$ cat src/rtl/mem_stage.sv
// MEM pipeline stage: two-state memory access FSM with a bounded wait, stall
// generation for upstream, and the MEM/WB pipeline register.
module mem_stage #(
  parameter int unsigned TIMEOUT = 15
) (
  input  logic        clk,
  input  logic        rst,
  input  logic        WriteReg,
  input  logic        MemToReg,
  input  logic        Branch,
  input  logic        ReadMem,
  input  logic        WriteMem,
  input  logic        Zero,
  input  logic [31:0] ALUResult,
  input  logic [31:0] WriteData,
  input  logic [4:0]  WriteAddr,
  output logic        mem_req,
  output logic        mem_we,
  output logic [31:0] mem_addr,
  output logic [31:0] mem_wdata,
  input  logic [31:0] mem_rdata,
  input  logic        mem_ack,
  output logic        Stall,
  output logic        PCSrc,
  output logic        BusErr,
  output logic        WriteReg_o,
  output logic        MemToReg_o,
  output logic [31:0] ReadData_o,
  output logic [31:0] ALUResult_o,
  output logic [4:0]  WriteAddr_o
);

  localparam int unsigned CntW = (TIMEOUT < 2) ? 1 : $clog2(TIMEOUT + 1);
  localparam logic [CntW-1:0] CntLast = CntW'(TIMEOUT - 1);

  typedef enum logic {StIdle, StAccess} state_e;

  state_e          r_state, w_state_d;
  logic [CntW-1:0] r_cnt;
  logic            r_mem_req, r_mem_we, r_bus_err;
  logic [31:0]     r_mem_addr, r_mem_wdata;
  logic            r_hold_wr, r_hold_mtr;
  logic [4:0]      r_hold_waddr;
  logic [31:0]     r_hold_alu;
  logic            r_wb_wr, r_wb_mtr;
  logic [31:0]     r_wb_rdata, r_wb_alu;
  logic [4:0]      r_wb_waddr;

  logic w_acc, w_timeout, w_stall;

  assign w_acc     = ReadMem | WriteMem;
  assign w_timeout = (r_state == StAccess) & ~mem_ack & (r_cnt == CntLast);
  assign w_stall   = ((r_state == StIdle) & w_acc) |
                     ((r_state == StAccess) & ~mem_ack & ~w_timeout);

  always_comb begin
    w_state_d = r_state;
    unique case (r_state)
      StIdle:   if (w_acc) w_state_d = StAccess;
      StAccess: if (mem_ack || w_timeout) w_state_d = StIdle;
    endcase
  end

  always_ff @(posedge clk) begin
    if (rst) begin
      r_state      <= StIdle;
      r_cnt        <= '0;
      r_mem_req    <= 1'b0;
      r_mem_we     <= 1'b0;
      r_mem_addr   <= '0;
      r_mem_wdata  <= '0;
      r_bus_err    <= 1'b0;
      r_hold_wr    <= 1'b0;
      r_hold_mtr   <= 1'b0;
      r_hold_waddr <= '0;
      r_hold_alu   <= '0;
      r_wb_wr      <= 1'b0;
      r_wb_mtr     <= 1'b0;
      r_wb_rdata   <= '0;
      r_wb_alu     <= '0;
      r_wb_waddr   <= '0;
    end else begin
      r_state   <= w_state_d;
      r_bus_err <= w_timeout;
      // Bubble by default; only the non-stalled paths below overwrite MEM/WB.
      r_wb_wr   <= 1'b0;
      r_wb_mtr  <= 1'b0;
      unique case (r_state)
        StIdle: begin
          if (w_acc) begin
            r_mem_req    <= 1'b1;
            r_mem_we     <= WriteMem;
            r_mem_addr   <= ALUResult;
            r_mem_wdata  <= WriteData;
            r_hold_wr    <= WriteReg;
            r_hold_mtr   <= MemToReg;
            r_hold_waddr <= WriteAddr;
            r_hold_alu   <= ALUResult;
            r_cnt        <= '0;
          end else begin
            r_wb_wr    <= WriteReg;
            r_wb_mtr   <= MemToReg;
            r_wb_rdata <= '0;
            r_wb_alu   <= ALUResult;
            r_wb_waddr <= WriteAddr;
          end
        end
        StAccess: begin
          if (mem_ack) begin
            r_mem_req  <= 1'b0;
            r_wb_wr    <= r_hold_wr;
            r_wb_mtr   <= r_hold_mtr;
            r_wb_rdata <= r_mem_we ? 32'h0 : mem_rdata;
            r_wb_alu   <= r_hold_alu;
            r_wb_waddr <= r_hold_waddr;
          end else if (w_timeout) begin
            r_mem_req <= 1'b0;
          end else if (r_cnt != {CntW{1'b1}}) begin
            r_cnt <= r_cnt + 1'b1;
          end
        end
      endcase
    end
  end

  assign mem_req     = r_mem_req;
  assign mem_we      = r_mem_we;
  assign mem_addr    = r_mem_addr;
  assign mem_wdata   = r_mem_wdata;
  assign BusErr      = r_bus_err;
  assign Stall       = w_stall;
  assign PCSrc       = Branch & Zero & ~w_stall;
  assign WriteReg_o  = r_wb_wr;
  assign MemToReg_o  = r_wb_mtr;
  assign ReadData_o  = r_wb_rdata;
  assign ALUResult_o = r_wb_alu;
  assign WriteAddr_o = r_wb_waddr;

endmodule

$ cat config.mk
export PLATFORM = sky130hd
export DESIGN_NAME = mem_stage
export DESIGN_NICKNAME = d
export VERILOG_FILES = /design/src/rtl/mem_stage.sv
export SDC_FILE = /design/constraint.sdc
export NUM_CORES = 1
export LEC_CHECK = 0
export ABC_AREA = 1
export CAP_MARGIN = 15
export CORE_AREA = 5 5 114 127
export DETAILED_ROUTE_END_ITERATION = 6
export DIE_AREA = 0 0 119 132
export PLACE_DENSITY = 0.79
export SYNTH_ARGS = -nofsm -noshare
export SYNTH_HDL_FRONTEND = slang
export SYNTH_SLANG_ARGS = --single-unit
$ cat constraint.sdc
create_clock -name clk -period 2.3 [get_ports clk]
set_input_delay 0.46 -clock clk [delete_from_list [all_inputs] [get_ports clk]]
set_output_delay 0.46 -clock clk [all_outputs]
set_load 0.01 [all_outputs]
; After elaboration in Yosys (flattened, before gate mapping)
; Index checks and enable logic that the tools add are counted.
[classes]
addsub = 1
n_eq_ne = 9
n_mux = 28
bitwise = 12
reduce_logical = 5
[op_table]
columns = operator, n
row1 = 32-bit two-way mux, 5
row2 = 32-bit case mux with 2 select lines, 2
row3 = 4-bit two-way mux, 4
row4 = 5-bit two-way mux, 2
row5 = "2-bit != test, second input constant", 5
row6 = 5-bit case mux with 2 select lines, 1
row7 = 1-bit two-way mux, 9
row8 = 1-bit case mux with 2 select lines, 4
row9 = 4-bit case mux with 2 select lines, 1
row10 = 1-bit bitwise AND, 6
row11 = 2-bit AND reduction, 3
row12 = "4-bit by 1-bit adder with 4-bit output, second input constant", 1
row13 = "4-bit equality test, second input constant", 1
row14 = "4-bit != test, second input constant", 1
row15 = 1-bit NOT, 4
row16 = 4-bit AND reduction, 1
row17 = "3-bit by 2-bit != test with 1-bit output, second input constant", 1
row18 = "2-bit by 1-bit != test with 1-bit output, second input constant", 1
row19 = 1-bit OR, 2
row20 = 1-bit logical OR, 1
[totals]
register_bits = 150
out_inout_bits = 140
wordCells = 70

; Longest topological paths before layout
[logic_depth]
word_depth = 8
mapped_depth = 9
depth_no_buf = 9

; Least setup slack after synthesis
; No wires, ideal clock.
[synth_path]
kind = input-to-output
startpoint = input WriteMem
endpoint = output PCSrc
arrival_time_ns = 1.281
required_time_ns = 1.840
slack_ns = 0.559
cell_stages = 5
path_buffers = 2
cell_sequence = o21ai_2 > buf_2 > buf_2 > nand2_1 > nor2_1
[synth_via]
elab_chain_len = 5
[synth_lines]
columns = element, line
row1 = from (decl), 12  ; input logic WriteMem,
row2 = 1-bit OR, 51  ; assign w_acc = ReadMem | WriteMem;
row3 = 1-bit bitwise AND, 53  ; assign w_stall = ((r_state == StIdle) & w_acc) |
row4 = 1-bit OR, 53
row5 = named net Stall, 23  ; output logic Stall,
row6 = 1-bit NOT, 132  ; assign PCSrc = Branch & Zero & ~w_stall;
row7 = 1-bit bitwise AND, 132
row8 = to (decl), 24  ; output logic PCSrc,
; The timed path passes the listed nets, and every way through them passes these cells.

; Worst setup path after layout
[layout_path]
startpoint = register r_cnt[0]
endpoint = output PCSrc
[layout_via]
elab_chain_len = 7
[layout_lines]
columns = element, line
row1 = from (decl), 39  ; logic [CntW-1:0] r_cnt;
row2 = from (signal assigned), 119  ; r_cnt <= r_cnt + 1'b1;
row3 = 4-bit equality test, 52  ; assign w_timeout = (r_state == StAccess) & ~mem_ack & (r_cnt == CntLast);
row4 = 1-bit bitwise AND, 52
row5 = 1-bit NOT, 54  ; ((r_state == StAccess) & ~mem_ack & ~w_timeout);
row6 = 1-bit bitwise AND, 54
row7 = 1-bit OR, 53
row8 = 1-bit NOT, 132
row9 = 1-bit bitwise AND, 132
; Every way passes these cells.

==> impl_metrics.ini <==
[setup_path]
path_class = reg2out
start_kind = flip-flop
crit_chain = inv_1 > ha_1 > nand3_1 > nand2_1 > nand2_1 > nor2_1 > dlygate4sd2_1
critPathMaxStageDelay_ns = 0.36
path_max_fanout = 3
r2r_setup_slack_ns = 0.63
cp_slowest_cell = dfxtp_1
crit_arrival_ns = 1.67
crit_path_end_kind = output port
worstPathRequired_ns = 1.84
cpMostUsedCell = nand2_1

[placed_design]
place_inst = 1149
portBuffers = 249
place_ws_ns = -0.008284
place.gp.congestion = 0.7928
dp_hpwl_um = 12020
dpl_cell_area_mm2 = 0.008354

[clock_network]
clk_path_buf_depth = 2
cts_buffers = 17
hold_buffers = 0
cts_root_buf = clkbuf_16
clkTransAtPathRegs_ns = 0.06
cts_num_sinks = 150
cts_tree = yes
cts_htree_levels = 4
cts_resized = 2
clk_latency_ns = 0.41
post-cts-setup-buffer-count = 0

[flow_run]
drv_cap = 0

[yosys]
yosysSeqAreaShare = 0.5263
synth_top_cell_by_area = dfxtp_1
async_flop_share = 0
netlist_instances = 776
syn_area_mm2 = 0.005705
synth-edff-count = 0
syn_nets = 888
synth_cell_type_count = 17
synthTopCellsByCount = nor2_1, nand2_1, dfxtp_1
ys_ff_latch = 150
synth_top_area_share = 0.5263
syn_area_per_cell_um2 = 7.352
ys_warn_count = 0
synth-main-ff-cell = dfxtp_1
synth.most_common_cell = nor2_1
yosys-top-cells-area = dfxtp_1, nor2_1, nand2_1

[finish]
finalInstanceArea_mm2 = 0.008966
fin_cells = 1182
nNetsFinal = 1119
multi_input_area_mm2 = 0.002362
drive_gt1_frac = 0.05392
fillCellCount = 1080
syn_to_final_growth_pct = 57.15
regArea_mm2 = 0.003004

[detailed_routing]
drtIter0Drc = 438
drt_first_pass_iters = 6
antenna_left = 0
drt-wirelength-per-cell_um = 14.71
wl_met3_um = 993
top_layer = met4
dr_total_vias = 5731
totalWireLength_um = 17390
vias_per_cell = 4.849
drc = 0
route.met2.wl_um = 8845
m1WireLength_um = 7179

[timing]
finalCritPeriodShare = 0.9241
fmax_mhz = 470.5
hold_violations = 0
rsz0062_at_grt = no
hold_ws_ns = 0.3964
slew_headroom = 0.5243
finalWorstSetupSlack_ns = 0.1745
layout_min_cycle_time_ns = 2.126
setup_viol_count_final = 0
skew_ns = 0.005988
fin_tns_setup_ns = 0
worstMarginPinSlew_ns = 0.7136
drv_slew = 0

[floorplanning]
rows = 44
core_mm2 = 0.01299
initial_utilization = 0.4391
io_pins = 250
die_x_um = 119
die_h_um = 132
die-area_mm2 = 0.01571

[grt]
grt_pass1_wl_um = 27490
grt_start_max_net_pins = 80
grt-ovfl-total = 0
track_usage = 0.2169
antenna_found_initial = 1
grt_pass1_vias = 5331

[power_and_ir_drop]
leakagePower_uw = 0.003610
power.density_mw_per_mm2 = 799.8
ir_drop_mv = 0.4767

[status]
status = finished clean

[worst_hold_path]
hp-class = in2reg
-- placed cells by master (no fill, tap or decap), drive strengths merged --
cell / count
clkbuf: 24
clkdlybuf4s50: 246
nor2: 201
nand2: 158
dlygate4sd2: 2
clkinv: 3
bufinv: 3
ha: 2
buf: 18
clkinvlp: 2
diode: 1
o21ai: 108
a211oi: 21
dfxtp: 150
inv: 29
a21oi: 43
nor4: 1
nand3: 9
-- cells by family after synthesis --
group,synth area share
AND/OR/NAND/NOR,0.2456
flip-flops,0.5263
adder cells (fa/ha/maj),0.004385
buffers and inverters,0.06228
AO/OA/AOI/OAI,0.1614
-- power by group --
| part | internal, µW | total [µW] | switching (µW) | leakage, µW |
|---|---|---|---|---|
| Combinational | 716 | 1400 | 679 | 0.00207 |
| Clock | 1820 | 2830 | 1010 | 0.000296 |
| Sequential | 2820 | 2950 | 122 | 0.00124 |
| Total | 5360 | 7170 | 1810 | 0.00361 |
-- registers in the layout, indices dropped and copies added (netlist names) --
signal,count
ALUResult_o,32
ReadData_o,32
mem_wdata,32
r_hold_alu,32
WriteAddr_o,5
r_hold_waddr,5
r_cnt,4
BusErr,1
MemToReg_o,1
WriteReg_o,1
mem_req,1
mem_we,1
r_hold_mtr,1
r_hold_wr,1
r_state,1
-- metrics by stage --
step | power (µW) | utilization
after floorplan | 3618 | -
after detailed placement | 4405 | 0.6430
final | 7171 | 0.6901
after global routing | 7498 | 0.6901
after CTS | 7239 | 0.6899
after global placement | 4381 | 0.6430
-- layout make-up --
cell class                 instances  share of cell area
antenna                            1           0.0002791
clock buffer                      24             0.05484
clock inverter                     8             0.01340
inverter                          29             0.01214
multi-input combinational        543              0.2635
sequential                       150              0.3351
tap                              161             0.02247
timing repair buffer             266              0.2984
-- critical path, delay by kind of cell, from the launching register on --
kind / cells / cell delay, ns
flip-flops: 1 / 0.36
AND/OR/NAND/NOR: 4 / 0.34
buffers and inverters: 2 / 0.36
adder cells (fa/ha/maj): 1 / 0.20
-- routing by layer --
metal,vias to the layer above,track usage
met4,0,0.08628
met2,156,0.3757
li1,2956,-
met1,2591,0.2484
met3,28,0.06652
met5,-,0
-- final timing paths --
kind | startpoint | end | depth (start not counted)
worst max-delay path | r_cnt[0] | PCSrc | 7
worst min-delay path | rst | ALUResult_o[3] | 4
worst max register to register | r_state | ReadData_o[25] | 6
worst min register to register | ReadData_o[4] | ReadData_o[4] | 2
Power figures use the tool's default switching activity.
